===== src/rtl/uart8_transmitter_if.sv =====
// Byte-request / serial-line bundle for uart8_transmitter.
// master = byte producer, slave = transmitter.
interface uart8_transmitter_if;
    logic       txEn;
    logic       txStart;
    logic [7:0] in;
    logic       out;
    logic       txReady;
    logic       txBusy;
    logic       txDone;

    modport master (
        output txEn, txStart, in,
        input  out, txReady, txBusy, txDone
    );

    modport slave (
        input  txEn, txStart, in,
        output out, txReady, txBusy, txDone
    );
endinterface


===== src/rtl/uart8_transmitter.sv =====
// 8-bit UART transmitter with one-deep holding register for gap-free frames.
// Define TX_PARITY_EN to insert a parity bit (sense set by PARITY_ODD).
module uart8_transmitter #(
    parameter int unsigned CLOCK_RATE = 12000000,
    parameter int unsigned BAUD_RATE  = 9600,
    parameter int unsigned STOP_BITS  = 1,
    parameter int unsigned PARITY_ODD = 0
) (
    input  logic                  clk,
    input  logic                  rstN,
    uart8_transmitter_if.slave    bus
);
    localparam int unsigned CLKS_PER_BIT = CLOCK_RATE / BAUD_RATE;
    localparam int unsigned TW = (CLKS_PER_BIT > 1) ? $clog2(CLKS_PER_BIT) : 1;
    localparam logic [TW-1:0] LAST_TICK = TW'(CLKS_PER_BIT - 1);
    localparam logic LAST_STOP = (STOP_BITS == 2);

`ifdef TX_PARITY_EN
    typedef enum logic [2:0] {IDLE, START, DATA, PARITY, STOP} state_t;
`else
    typedef enum logic [2:0] {IDLE, START, DATA, STOP} state_t;
`endif

    state_t        state_q, state_d;
    logic [TW-1:0] timer_q, timer_d;
    logic [2:0]    bitIdx_q, bitIdx_d;
    logic          stopCnt_q, stopCnt_d;
    logic [7:0]    shift_q, shift_d;
    logic [7:0]    hold_q, hold_d;
    logic          holdFull_q, holdFull_d;
    logic          done_q, done_d;
    logic          out_q, txReady_q, txBusy_q, txDone_q;
    logic          lineBit;
    logic          bitEnd;

    always_comb begin
        state_d    = state_q;
        timer_d    = '0;
        bitIdx_d   = bitIdx_q;
        stopCnt_d  = 1'b0;
        shift_d    = shift_q;
        hold_d     = hold_q;
        holdFull_d = holdFull_q;
        done_d     = 1'b0;
        lineBit    = 1'b1;
        bitEnd     = (timer_q == LAST_TICK);

        // txReady_q high implies the holding register is empty
        if (bus.txEn && bus.txStart && txReady_q) begin
            hold_d     = bus.in;
            holdFull_d = 1'b1;
        end

        if (state_q != IDLE) begin
            timer_d = bitEnd ? '0 : timer_q + 1'b1;
        end

        case (state_q)
            IDLE: begin
                if (holdFull_q) begin
                    shift_d    = hold_q;
                    holdFull_d = 1'b0;
                    state_d    = START;
                end
            end
            START: begin
                lineBit = 1'b0;
                if (bitEnd) begin
                    state_d  = DATA;
                    bitIdx_d = '0;
                end
            end
            DATA: begin
                lineBit = shift_q[bitIdx_q];
                if (bitEnd) begin
                    if (bitIdx_q == 3'd7) begin
`ifdef TX_PARITY_EN
                        state_d = PARITY;
`else
                        state_d = STOP;
`endif
                    end else begin
                        bitIdx_d = bitIdx_q + 3'd1;
                    end
                end
            end
`ifdef TX_PARITY_EN
            PARITY: begin
                lineBit = (^shift_q) ^ PARITY_ODD[0];
                if (bitEnd) begin
                    state_d = STOP;
                end
            end
`endif
            STOP: begin
                lineBit   = 1'b1;
                stopCnt_d = stopCnt_q;
                if (bitEnd) begin
                    if (stopCnt_q == LAST_STOP) begin
                        done_d    = 1'b1;
                        stopCnt_d = 1'b0;
                        if (holdFull_q) begin
                            shift_d    = hold_q;
                            holdFull_d = 1'b0;
                            state_d    = START;
                        end else begin
                            state_d = IDLE;
                        end
                    end else begin
                        stopCnt_d = 1'b1;
                    end
                end
            end
            default: state_d = IDLE;
        endcase
    end

    // Line and status registers trail the FSM state by one cycle so every
    // output changes together at bit boundaries.
    always_ff @(posedge clk) begin
        if (!rstN) begin
            state_q    <= IDLE;
            timer_q    <= '0;
            bitIdx_q   <= '0;
            stopCnt_q  <= 1'b0;
            shift_q    <= '0;
            hold_q     <= '0;
            holdFull_q <= 1'b0;
            done_q     <= 1'b0;
            out_q      <= 1'b1;
            txReady_q  <= 1'b1;
            txBusy_q   <= 1'b0;
            txDone_q   <= 1'b0;
        end else begin
            state_q    <= state_d;
            timer_q    <= timer_d;
            bitIdx_q   <= bitIdx_d;
            stopCnt_q  <= stopCnt_d;
            shift_q    <= shift_d;
            hold_q     <= hold_d;
            holdFull_q <= holdFull_d;
            done_q     <= done_d;
            out_q      <= lineBit;
            txReady_q  <= ~(holdFull_d | holdFull_q);
            txBusy_q   <= (state_q != IDLE);
            txDone_q   <= done_q;
        end
    end

    assign bus.out     = out_q;
    assign bus.txReady = txReady_q;
    assign bus.txBusy  = txBusy_q;
    assign bus.txDone  = txDone_q;
endmodule


===== src/flat_wrapper.sv =====
// flat-port wrapper written by rule: the top's interface ports become plain ports
module uart8_transmitter_flat 
#(
    parameter int unsigned CLOCK_RATE = 12000000,
    parameter int unsigned BAUD_RATE  = 9600,
    parameter int unsigned STOP_BITS  = 1,
    parameter int unsigned PARITY_ODD = 0
)
  (clk, rstN, bus_txEn, bus_txStart, bus_in, bus_out, bus_txReady, bus_txBusy, bus_txDone);
  uart8_transmitter_if bus_i ();
  input  logic clk;
  input  logic rstN;
  input wire logic [$bits(bus_i.txEn)-1:0] bus_txEn;
  input wire logic [$bits(bus_i.txStart)-1:0] bus_txStart;
  input wire logic [$bits(bus_i.in)-1:0] bus_in;
  output wire logic [$bits(bus_i.out)-1:0] bus_out;
  output wire logic [$bits(bus_i.txReady)-1:0] bus_txReady;
  output wire logic [$bits(bus_i.txBusy)-1:0] bus_txBusy;
  output wire logic [$bits(bus_i.txDone)-1:0] bus_txDone;
  assign bus_i.txEn = bus_txEn;
  assign bus_i.txStart = bus_txStart;
  assign bus_i.in = bus_in;
  assign bus_out = bus_i.out;
  assign bus_txReady = bus_i.txReady;
  assign bus_txBusy = bus_i.txBusy;
  assign bus_txDone = bus_i.txDone;
  uart8_transmitter #(.CLOCK_RATE(CLOCK_RATE), .BAUD_RATE(BAUD_RATE), .STOP_BITS(STOP_BITS), .PARITY_ODD(PARITY_ODD)) u_core (.clk(clk), .rstN(rstN), .bus(bus_i));
endmodule

===== config.mk =====
export PLATFORM = sky130hd
export DESIGN_NAME = uart8_transmitter_flat
export DESIGN_NICKNAME = d
export VERILOG_FILES = /design/src/rtl/uart8_transmitter_if.sv /design/src/rtl/uart8_transmitter.sv /design/src/flat_wrapper.sv
export SDC_FILE = /design/constraint.sdc
export NUM_CORES = 1
export LEC_CHECK = 0
export BUFFER_PORTS_ARGS = -buffer_cell sky130_fd_sc_hd__buf_2
export CORE_MARGIN = 1.5
export CORE_UTILIZATION = 50
export CTS_CLUSTER_DIAMETER = 40
export CTS_CLUSTER_SIZE = 25
export DETAILED_ROUTE_END_ITERATION = 8
export PLACE_DENSITY = 0.79
export SETUP_SLACK_MARGIN = 0.15
export SKIP_LAST_GASP = 1
export SLEW_MARGIN = 15
export SYNTH_ARGS = -nofsm -noshare
export SYNTH_HDL_FRONTEND = slang
export SYNTH_SLANG_ARGS = --single-unit

===== constraint.sdc =====
create_clock -name clk -period 2 [get_ports clk]
set_clock_uncertainty 0.05 [all_clocks]
set_input_delay 0.4 -clock clk [delete_from_list [all_inputs] [get_ports clk]]
set_output_delay 0.4 -clock clk [all_outputs]
set_load 0.1 [all_outputs]

Yosys cells after proc, flatten, opt, wreduce, memory -nomap -nowiden
Index checks and enable logic that the tools add are counted.
- output and inout port bits: 4
- input port bits: 12
- word-level logic and storage cells: 69
- flip-flop bits (word level): 40
- bitwise operators: 4
- order comparisons: 1
- $add $sub $neg: 2
- equal/unequal tests: 12
- reduce and logical (&&, ||, !) cells: 12
- mux-type cells: 26
- operators with widths (operator ; count):
    $mux 3 ; 9
    $mux 8 ; 3
    $pmux 8 s2 ; 1
    $pmux 3 s4 ; 1
    $add 11x1->11 const B ; 1
    $eq 11x11->1 const B ; 1
    $ne 2x1->1 const B ; 5
    $mux 1 ; 8
    $eq 3x2->1 const B ; 2
    $pmux 3 s2 ; 1
    $reduce_and 3->1 ; 2
    $reduce_and 6->1 ; 1
    $lt 3x4->1 const B ; 1
    $ne 2x2->1 const B ; 2
    $pmux 1 s2 ; 2
    $reduce_and 4->1 ; 1
    $reduce_bool 2->1 ; 2
    $add 3x1->3 const B ; 1
    $bmux 1 s3 ; 1
    $eq 3x1->1 const B ; 1
    $eq 3x3->1 const B ; 1
    $logic_not 3->1 ; 1
    $not 1->1 ; 3
    $reduce_bool 3->1 ; 1
    4 further kinds ; 5

Depth between registers and ports, before layout
Gate-level depths: netlist of the first run.
- depth in word-level cells: 9
- depth in mapped cells: 7
- depth with buffers taken out: 6

Worst setup path before layout of the first run
Ideal clock, no wire load.
- path type: register -> register
- from: register u_core.txReady_q (netlist: u_core.bus.txReady)
- to: register u_core.txReady_q (netlist: u_core.bus.txReady)
- data required time: 1834 ps
- path buffers: 1
- setup time: 116 ps
- setup slack: 63 ps
- period minus slack after synthesis: 1937 ps
- cell stages (with the launch flop): 5
- data arrival time: 1771 ps
- cells stage by stage: dfxtp_1 -> and3_1 -> clkbuf_1 -> o21ai_0 -> a31o_2
- word-level cells in the longest chain between the ends: 8
- ends and longest elaborated chain (element ; RTL line ; RTL):
    start: declaration ; uart8_transmitter.sv:32 ; logic out_q, txReady_q, txBusy_q, txDone_q;
    start signal: assignment ; uart8_transmitter.sv:144 ; txReady_q <= ~(holdFull_d | holdFull_q);
    $logic_and 1x1->1 * ; uart8_transmitter.sv:49 ; if (bus.txEn && bus.txStart && txReady_q) begin
    $mux 1 * ; uart8_transmitter.sv:49 ;
    $mux 1 ; uart8_transmitter.sv:60, uart8_transmitter.sv:102 ;
    $mux 1 ; uart8_transmitter.sv:99 ; if (stopCnt_q == LAST_STOP) begin
    $mux 1 ; uart8_transmitter.sv:98 ; if (bitEnd) begin
    $pmux 1 s2 * ; uart8_transmitter.sv:58 ; case (state_q)
    $or 1x1->1 * ; uart8_transmitter.sv:144 ;
    $not 1->1 * ; uart8_transmitter.sv:144 ;
Every way passes the cells marked *; elsewhere a longest branch is shown, timed or not.
A chain may end at the register's enable or synchronous reset.

Worst setup path after layout of the first run
- from: register u_core.timer_q[1]
- to: register u_core.shift_q[0]
- word-level cells in the longest chain between the ends: 3
- ends and longest elaborated chain (element ; RTL line ; RTL):
    start: declaration ; uart8_transmitter.sv:25 ; logic [TW-1:0] timer_q, timer_d;
    start signal: assignment ; uart8_transmitter.sv:136 ; timer_q <= timer_d;
    $eq 11x11->1 ; uart8_transmitter.sv:46 ; bitEnd = (timer_q == LAST_TICK);
    $ne 2x1->1 (no source line) ; -- ;
    $reduce_and 3->1 (no source line) ; -- ;
    end signal: assignment ; uart8_transmitter.sv:139 ; shift_q <= shift_d;
    end: declaration ; uart8_transmitter.sv:28 ; logic [7:0] shift_q, shift_d;
Every way passes these cells.

==> reports/metrics.yaml, run 1 <==
layout:
  nNetsFinal: 210
  final_core_util_pct: 59.9
  diodes: 0
  multiInputGateArea_um2: 860
  fillers: 288
  final_cells: 235
  drive_above_1_share_pct: 20.9
  seqCellArea_um2: 762
  syn2layout_area_growth_pct: 11.2
synthesis:
  synthDistinctLibCells: 35
  yosys_warnings: 0
  synthesis.instances: 173
  yosys_most_used_dff: "dfxtp_1"
  ys_seq_area_share_pct: 45.5
  synth_top_cell_by_area: "dfxtp_1"
  synth_area_leaders: "dfxtp_1 (46%), nand2_1 (6.1%), ha_1 (6.0%), a22o_2 (4.8%), xnor2_1 (4.2%)"
  synth_edf_count: 0
  synthArstFlopShare_pct: 0
  synth_top_area_share_pct: 45.5
  ys_ff_latch: 38
  synth_area_per_cell_um2: 9.66
  synth_nets: 193
  synth_area_um2: 1670
setup_path:
  critPathMaxStageDelay_ns: 0.39
  worst-path-max-fanout: 8
  cp_slowest_cell: "dfxtp_1"
  crit_family: "compound AO/OA/AOI/OAI gates"
  critPathBufInv: 1
  endpoint_kind: "flop"
  critical_path_class: "reg2reg"
  cp-start-kind: "flop"
  cp.arrival_ns: 1.92
  crit_required_ns: 2.20
  worstPathCellList: "inv_1, ha_1, and4bb_1, a41oi_1, nor2_2, a22o_2"
timing:
  max-slew-margin-rel_pct: 67.9
  fmax_mhz: 579
  hold_viol_final: 0
  setup_viol: 0
  period_needed_ns: 1.73
  rsz0062_at_grt: "false"
  post-route-period-util_pct: 86.3
  tns_ns: 0
  slew_viol_final: 0
  worst_slew_pin_slew_ns: 0.484
place:
  placed_cells: 227
  port_buffers: 15
  globalplace.congestion: 0.777
  dp.final_hpwl_um: 2150
clock_network:
  path_clk_slew_ns: 0.12
  cts_hold_buf: 0
  cts_buffers: 5
  cts_root_buffer: "clkbuf_4"
  clk_path_buf_depth: 2
  cts_resized: 0
  clk_latency_ns: 0.35
  postCtsSetupBuffers: 0
  cts_sinks: 38
  cts_tree: "built"
  htree_levels: 2
grt:
  grt_pass1_vias: 1178
  antenna_found_initial: 0
  track_usage_pct: 19.5
  grt_pass1_wl_um: 5100
  grt_start_max_net_pins: 24
  grt-ovfl-total: 0
power:
  peakVddDrop_mv: 0.476
  clock_power_share_pct: 27.1
  power_frac_seq_pct: 46.1
  power.leakage_nw: 0.671
  swShare_pct: 34.4
  p_comb_share_pct: 26.8
  p_sw_mw: 0.641
  p_int_mw: 1.22
  powerDensity_nw_per_um2: 1000
detailed_routing:
  drt-wirelength-per-cell_um: 12.3
  ant_nets: 0
  drc: 0
  via_per_inst: 5.29
  vias: 1242
  routed_wl_um: 2880
  drtIter0Drc: 43
  dr.pass1.iters: 4
floorplanning:
  core_area_um2: 3100
  die_y_um: 60.8
  die_area_um2: 3700
  fp.dieW_um: 60.8
  start_util_pct: 53.9
  io_pins: 16
  rows: 20
status:
  status: "complete, no violations"
hold_path:
  min_path_type: "in2reg"
flow_run:
  max_cap_violations: 0
-- stage by stage --
stage,setup WS [ns],hold WS (ns),power [mW],instance area [µm²]
detailed placement,0.269,0.378,1.38,1780
CTS,0.252,0.227,1.89,1860
floorplan,0.389,0.362,1.28,1670
finish,0.273,0.246,1.86,1860
global route,0.153,0.238,1.97,1860
global placement,0.341,0.370,1.35,1780
-- worst reg2reg max path, cell delays in order, from the launching register on --
cell and delay, ns:
dfxtp_1 0.39, inv_1 0.06, ha_1 0.16, and4bb_1 0.22, a41oi_1 0.33, nor2_2 0.15
a22o_2 0.29
-- layout by cell type, fill, tap and decap left out, types with 4 or more instances in the layout --
cell type	netlist	layout
nand3_1	6	6
dfxtp_1	38	37
buf_2	1	15
inv_1	8	8
clkbuf_4	0	5
ha_1	8	8
a22o_2	8	8
nor3_1	6	6
nor2_1	16	16
a21boi_0	9	9
xnor2_1	8	8
nand2_1	27	27
mux2i_1	4	4
o21ai_0	4	4
-- power by group through the flow --
| stage | logic [mW] | clock network [mW] | registers (mW) |
|---|---|---|---|
| after floorplan | 0.303 | 0 | 0.978 |
| after global placement | 0.484 | 0 | 0.870 |
| final | 0.499 | 0.506 | 0.859 |
| after detailed placement | 0.501 | 0 | 0.875 |
| after global routing | 0.555 | 0.548 | 0.866 |
| after CTS | 0.502 | 0.526 | 0.858 |
-- cells in the mapped netlist, drive strengths merged (2+ instances only) --
cell type,number
a21boi,9
nor2,17
and2,2
clkbuf,4
nor3,6
nor2b,3
inv,8
xnor2,8
a22o,8
o21ai,4
mux4,2
ha,8
nand2,27
mux2i,4
nand3,7
dfxtp,38
nand4,3
-- worst paths after layout --
kind | start | endpoint | slack (ns) | depth (start not counted)
worst max register to register | u_core.timer_q[1] | u_core.shift_q[0] | 0.27 | 6
worst max-delay path | u_core.timer_q[1] | u_core.shift_q[0] | 0.27 | 6
worst min register to register | u_core.done_q | u_core.bus.txDone | 0.40 | 1
worst min-delay path | bus_in[2] | u_core.hold_q[2] | 0.25 | 3
-- layer usage --
layer  GRT usage, %  up-vias  wire, µm
met2           31.0       23      1320
met4           9.32        0        70
met1           23.4      580      1380
met3           7.04        6       118
met5              0        -         0
li1               -      633         -
-- kinds of logic after synthesis --
family,synth area share [%]
multiplexers,5.09
AND/OR/NAND/NOR,20.6
buffers and inverters,3.07
flip-flops,45.5
AO/OA/AOI/OAI,15.0
XOR/XNOR,4.72
adder cells (fa/ha/maj),5.99
-- flip-flops by register name, summed over array words and instances (netlist names) --
name	cells
u_core.timer_q	11
u_core.hold_q	8
u_core.shift_q	8
u_core.bitIdx_q	3
u_core.state_q	2
u_core.bus.out	1
u_core.bus.txBusy	1
u_core.bus.txDone	1
u_core.bus.txReady	1
u_core.done_q	1
u_core.holdFull_q	1
-- final cells by class --
cell class | count | share of cell area [%]
clock buffer | 5 | 2.02
clock inverter | 3 | 2.15
multi-input combinational | 122 | 46.2
timing repair buffer | 15 | 4.04
inverter | 8 | 1.62
tap | 44 | 2.96
sequential | 38 | 41.0
Power figures use the tool's default switching activity.
==> inputs of run 2 (changes only) <==
==> constraint.sdc (replaced) <==
create_clock -name clk -period 1.7 [get_ports clk]
set_clock_uncertainty 0.05 [all_clocks]
set_input_delay 0.34 -clock clk [delete_from_list [all_inputs] [get_ports clk]]
set_output_delay 0.34 -clock clk [all_outputs]
set_load 0.1 [all_outputs]
==> run 2 against run 1 <==
Net effect: sequential power is 19% higher; global-route usage is 2.8 points higher; routed wire length is 24% higher; via count is 7.5% higher; core utilization is 6.3 points higher; hold slack worse by 0.081 ns; die area stayed put; setup slack worse by 0.18 ns; register-to-register slack worse by 0.18 ns; combinational power is 54% higher; cell area is 10% higher; count of clock-buffer cells in the layout stayed put; critical path type unchanged; critical endpoint is now u_core.bitIdx_q[2]; largest cell class unchanged; highest routed layer unchanged.
==> reports/metrics.yaml, run 2 (synthesized netlist as in run 1, its figures left out) <==
status:
  status: "complete, no violations"
setup_path:
  crit_required_ns: 1.93  # -0.27 ns
  reg2reg_to: "u_core.bitIdx_q[2]"
  worst-path-max-fanout: 4  # -4
  critPathBufInv: 1  # unchanged
  endpoint_kind: "flop"
  critical_path_class: "reg2reg"
  cp-start-kind: "flop"
  worstPathCellList: "nor4b_4, buf_4, nand3_4, a211oi_4, mux2i_1"
  path_depth: 5  # -1
  cp.arrival_ns: 1.84  # -0.08 ns
  r2r_slack_ns: 0.09  # -0.18 ns
  cp_slowest_cell: "dfxtp_1"
  crit_family: "flip-flops"
  ff2ff_path_depth: 5  # -1
  rr_startpoint: "u_core.timer_q[8]"
  critPathMaxStageDelay_ns: 0.40  # about the same
hold_path:
  whs_path_depth: 3  # unchanged
  min_to: "u_core.hold_q[4]"
  min_path_type: "in2reg"
  min_from: "bus_in[4]"
grt:
  grt_pass1_vias: 1262  # +7.1%
  grt-ovfl-total: 0  # unchanged
  grt_pass1_wl_um: 5910  # +16%
  grt_start_max_net_pins: 24  # unchanged
  antenna_found_initial: 0  # unchanged
  track_usage_pct: 22.2  # +2.8 points
timing:
  post-route-period-util_pct: 94.5  # +8.2 points
  fmax_mhz: 622  # +7.4%
  setup_slack_ns: 0.0931  # -0.180 ns
  hold_viol_final: 0  # unchanged
  tns_ns: 0  # unchanged
  max-slew-margin-rel_pct: 67.8  # -0.085 points
  period_needed_ns: 1.61  # -0.120 ns
  rsz0062_at_grt: "true"
  slew_viol_final: 0  # unchanged
  worst_slew_pin_slew_ns: 0.486  # +0.00128 ns
  setup_viol: 0  # unchanged
power:
  p_sw_mw: 0.847  # +32%
  powerDensity_nw_per_um2: 1170  # +16%
  peakVddDrop_mv: 0.646  # +36%
  p_comb_share_pct: 32.1  # +5.3 points
  clock_power_share_pct: 25.1  # -2.0 points
  swShare_pct: 35.4  # +1.0 points
  p_int_mw: 1.55  # +26%
  power.leakage_nw: 0.740  # +10%
  power_frac_seq_pct: 42.8  # -3.3 points
clock_network:
  clk_latency_ns: 0.36  # about the same
  cts_buffers: 5  # unchanged
  cts_root_buffer: "clkbuf_4"
  cts_tree: "built"
  clk_path_buf_depth: 2  # unchanged
  htree_levels: 2  # unchanged
  cts_sinks: 38  # unchanged
  path_clk_slew_ns: 0.11  # about the same
place:
  placed_cells: 232  # +2.2%
  globalplace.congestion: 0.790  # +1.6%
  dp.final_hpwl_um: 2330  # +8.7%
  dpl_worst_slack_ns: -0.00900  # -0.278 ns
  port_buffers: 15  # unchanged
  postPlaceCellArea_um2: 1830  # +2.7%
detailed_routing:
  ant_nets: 0  # unchanged
  drt-wirelength-per-cell_um: 14.6  # +19%
  routed_wl_um: 3560  # +24%
  vias: 1335  # +7.5%
  drc: 0  # unchanged
  via_per_inst: 5.47  # +3.5%
  drtIter0Drc: 52  # +21%
  dr.pass1.iters: 4  # unchanged
layout:
  largest_reg_flops: 11  # unchanged
  layout_commonest_cell: "dfxtp_1"
  top_regs: "u_core.timer_q: 11 flops, u_core.hold_q: 8 flops, u_core.shift_q: 8 flops"
  regMostFlops: "u_core.timer_q"
  final_cells: 244  # +3.8%
  final_cell_mix: "dfxtp_1 (30), nand2_1 (27), nor2_1 (16)"
  drive_above_1_share_pct: 36.0  # +15 points
  final_area_um2: 2050  # +10%
  diodes: 0  # unchanged
  fillers: 251  # -13%
  syn2layout_area_growth_pct: 22.8
  nNetsFinal: 219  # +4.3%
floorplanning:
  start_util_pct: 53.9  # unchanged
  die_area_um2: 3700  # unchanged
  die_y_um: 60.8  # unchanged
  rows: 20  # unchanged
  fp.dieW_um: 60.8  # unchanged
  io_pins: 16  # unchanged
  core_area_um2: 3100  # unchanged
flow_run:
  max_cap_violations: 0  # unchanged
==> run 2: power by group through the flow <==
stage / Combinational [mW] / Clock, mW / Sequential [mW]
floorplan: 0.365 / 0 / 1.15
global placement: 0.607 / 0 / 1.02
detailed placement: 0.652 / 0 / 1.03
CTS: 0.719 / 0.608 / 1.02
global route: 0.837 / 0.652 / 1.03
finish: 0.769 / 0.600 / 1.02
==> run 2: worst max path at each step <==
stage	end	slack, ns	from
6_report	u_core.bitIdx_q[2]	0.09	u_core.timer_q[8]
5_1_grt	u_core.bitIdx_q[1]	-0.005	u_core.timer_q[9]
4_1_cts	u_core.shift_q[5]	0.1	u_core.timer_q[1]
3_5_place_dp	u_core.shift_q[0]	-0.009	u_core.state_q[0]
3_3_place_gp	u_core.shift_q[2]	0.12	u_core.state_q[0]
2_1_floorplan	u_core.shift_q[0]	0.19	u_core.timer_q[1]
==> run 2: layer usage <==
layer | GRT usage [%] | vias up | wire (µm)
li1 | - | 654 | -
met2 | 35.6 | 29 | 1760
met5 | 0 | - | 0
met3 | 6.61 | 12 | 129
met1 | 28.3 | 640 | 1590
met4 | 8.70 | 0 | 88
==> run 2: metrics by stage <==
stage	hold WS [ns]	util (%)	total power [mW]
after floorplan	0.362	-	1.52
after global placement	0.366	59.0	1.63
after detailed placement	0.370	59.0	1.68
after CTS	0.161	64.0	2.34
after global routing	0.161	66.2	2.52
final	0.165	66.2	2.39
==> run 2: layout make-up <==
cell class              instances  area [µm²]  share of cell area [%]
repair buffers                 24         145                    7.07
well taps                      44        55.1                    2.68
clock buffers                   5        37.5                    1.83
inverters                       8        30.0                    1.46
flip-flops and latches         38         773                    37.7
clock inverters                 3        40.0                    1.95
multi-input cells             122         972                    47.3
==> run 2: repair_timing <==
action | CTS | global route
pin swaps | 6 | 5
endpoints found under the setup margin | 15 | 25
cloned | 0 | 0
setup buffers | 3 | 1
gates resized for setup | 18 | 13
hold buffers | 0 | 0
==> run 2: tightest hold or removal path: stages <==
cell      delay, ns
buf_2          0.09
nand2_1        0.04
a21boi_0       0.06
==> inputs of run 3 (changes only) <==
--- a/config.mk
+++ b/config.mk
@@ -6,12 +6,14 @@
 export NUM_CORES = 1
 export LEC_CHECK = 0
 export BUFFER_PORTS_ARGS = -buffer_cell sky130_fd_sc_hd__buf_2
+export CORE_ASPECT_RATIO = 1.4
 export CORE_MARGIN = 1.5
-export CORE_UTILIZATION = 50
+export CORE_UTILIZATION = 40
 export CTS_CLUSTER_DIAMETER = 40
 export CTS_CLUSTER_SIZE = 25
 export DETAILED_ROUTE_END_ITERATION = 8
-export PLACE_DENSITY = 0.79
+export GPL_ROUTABILITY_DRIVEN = 0
+export PLACE_DENSITY = 0.68
 export SETUP_SLACK_MARGIN = 0.15
 export SKIP_LAST_GASP = 1
 export SLEW_MARGIN = 15
==> run 3 against run 2 <==
Net effect: maximum frequency grew 1.8%; critical path depth is the same; sequential share of layout area shrank 1.2 points; non-clock buffer count grew 6; global-route usage shrank 5.4 points; routed wire length shrank 4.8%; setup slack gained 0.028 ns; total power grew 14%; final cell count grew 2.0%; critical path type unchanged; critical endpoint is now u_core.shift_q[4]; largest cell class unchanged; largest power group unchanged.
==> reports/metrics.yaml, run 3 (synthesized netlist as in run 1, its figures left out) <==
detailed_routing:
  ant_nets: 0  # unchanged
  drc: 0  # unchanged
  vias: 1299  # -2.7%
  routed_wl_um: 3390  # -4.8%
  dr.pass1.iters: 4  # unchanged
  drt-wirelength-per-cell_um: 13.6  # -6.7%
  via_per_inst: 5.22  # -4.7%
  drtIter0Drc: 19  # -63%
place:
  dpl_worst_slack_ns: 0.00854  # +0.0175 ns
  dp.final_hpwl_um: 2410  # +3.0%
  port_buffers: 15  # unchanged
clock_network:
  clk_path_buf_depth: 2  # unchanged
  htree_levels: 2  # unchanged
  cts_buffers: 5  # unchanged
  cts_hold_buf: 0  # unchanged
  path_clk_slew_ns: 0.08  # -0.03 ns
  clk_latency_ns: 0.29  # -0.07 ns
  cts_sinks: 38  # unchanged
  cts_root_buffer: "clkbuf_8"
  cts_tree: "built"
layout:
  syn2layout_area_growth_pct: 27.0
  final_cell_mix: "dfxtp_1 (31), nand2_1 (26), nor2_1 (16)"
  diodes: 0  # unchanged
  regMostFlops: "u_core.timer_q"
  final_core_util_pct: 53.3  # -13 points
  nNetsFinal: 225  # +2.7%
  largest_reg_flops: 11  # unchanged
  drive_above_1_share_pct: 35.9  # -0.078 points
  top_regs: "u_core.timer_q: 11 flops, u_core.hold_q: 8 flops, u_core.shift_q: 8 flops"
  fillers: 376  # +50%
  layout_commonest_cell: "dfxtp_1"
timing:
  post-route-period-util_pct: 92.9  # -1.6 points
  whs_ns: 0.235  # +0.0702 ns
  worst_slew_pin_slew_ns: 0.487  # +0.00129 ns
  setup_slack_ns: 0.121  # +0.0277 ns
  period_needed_ns: 1.58  # -0.0277 ns
  setup_viol: 0  # unchanged
  max-slew-margin-rel_pct: 67.8  # -0.085 points
  hold_viol_final: 0  # unchanged
  slew_viol_final: 0  # unchanged
  tns_ns: 0  # unchanged
  rsz0062_at_grt: "true"
  fmax_mhz: 633  # +1.8%
power:
  power.leakage_nw: 0.785  # +6.2%
  power.total_mw: 2.73  # +14%
  peakVddDrop_mv: 0.735  # +14%
  powerDensity_nw_per_um2: 1280  # +10%
setup_path:
  reg2reg_to: "u_core.shift_q[4]"
  cp.arrival_ns: 1.72  # -0.12 ns
  r2r_slack_ns: 0.12  # +0.03 ns
  worst-path-max-fanout: 8  # +4
  ff2ff_path_depth: 5  # unchanged
  cp_slowest_cell: "dfxtp_2"
  crit_start: "u_core.timer_q[9]"
  critical_path_class: "reg2reg"
  crit_end: "u_core.shift_q[4]"
  critPathMaxStageDelay_ns: 0.35  # -0.05 ns
  path_depth: 5  # unchanged
  crit_required_ns: 1.84  # -0.09 ns
  rr_startpoint: "u_core.timer_q[9]"
  worstPathCellList: "nor4b_4, buf_4, a41oi_4, o21a_4, a22o_2"
  critPathBufInv: 1  # unchanged
  endpoint_kind: "flop"
  crit_family: "compound AO/OA/AOI/OAI gates"
  cp-start-kind: "flop"
status:
  status: "complete, no violations"
grt:
  grt_pass1_wl_um: 5840  # -1.2%
  track_usage_pct: 16.8  # -5.4 points
  grt_pass1_vias: 1395  # +11%
  grt_start_max_net_pins: 16  # -33%
  grt-ovfl-total: 0  # unchanged
  antenna_found_initial: 0  # unchanged
flow_run:
  max_cap_violations: 0  # unchanged
floorplanning:
  fp.dieW_um: 57.6  # -5.2%
  start_util_pct: 41.9  # -12 points
  die_area_um2: 4580  # +24%
  io_pins: 16  # unchanged
  die_y_um: 79.5  # +31%
  rows: 27  # +35%
  core_area_um2: 3990  # +28%
hold_path:
  min_path_type: "in2reg"
run 3: power by group:
part	leakage, nW	total, mW	internal, mW	switching, mW
registers	0.311	1.01	0.965	0.0464
logic	0.403	0.775	0.284	0.491
clock network	0.0714	0.941	0.626	0.315
run 3: worst min path at each step:
stage,end,depth (start not counted),from
floorplan,u_core.bus.txDone,1,u_core.done_q
global placement,u_core.bus.txDone,1,u_core.done_q
detailed placement,u_core.bus.txDone,1,u_core.done_q
CTS,u_core.hold_q[1],3,bus_in[1]
global route,u_core.hold_q[1],3,bus_in[1]
finish,u_core.hold_q[1],3,bus_in[1]
run 3: area by class of cell:
class	count	area, µm²	area share, %
Timing Repair Buffer	30	188	8.84
Sequential cell	38	774	36.5
Clock inverter	2	60.1	2.83
Inverter	8	30.0	1.41
Tap cell	43	53.8	2.53
Multi-Input combinational cell	122	935	44.0
Clock buffer	6	82.6	3.89
run 3: tightest hold or removal path, cell delays in order:
cell and delay, ns:
buf_2 0.09, nand2_1 0.04, a21boi_0 0.06
run 3: repair_timing:
item                                    4_1_cts  5_1_grt
resized for setup                            14       11
endpoints found under the setup margin       23       18
buffers inserted                              2        2
pin swaps                                     5        4
run 3: metal layers:
| metal | GRT usage [%] | vias up | routed length [µm] |
|---|---|---|---|
| met3 | 5.67 | 4 | 107 |
| met4 | 8.60 | 0 | 62 |
| li1 | - | 664 | - |
| met2 | 30.8 | 15 | 1850 |
| met5 | 0 | - | 0 |
| met1 | 16.3 | 616 | 1370 |
run 3: metrics by stage:
stage | area [µm²] | std cells
floorplan | 1680 | 173
global route | 2120 | 249
detailed placement | 1870 | 237
finish | 2120 | 249
global placement | 1870 | 237
CTS | 2070 | 247
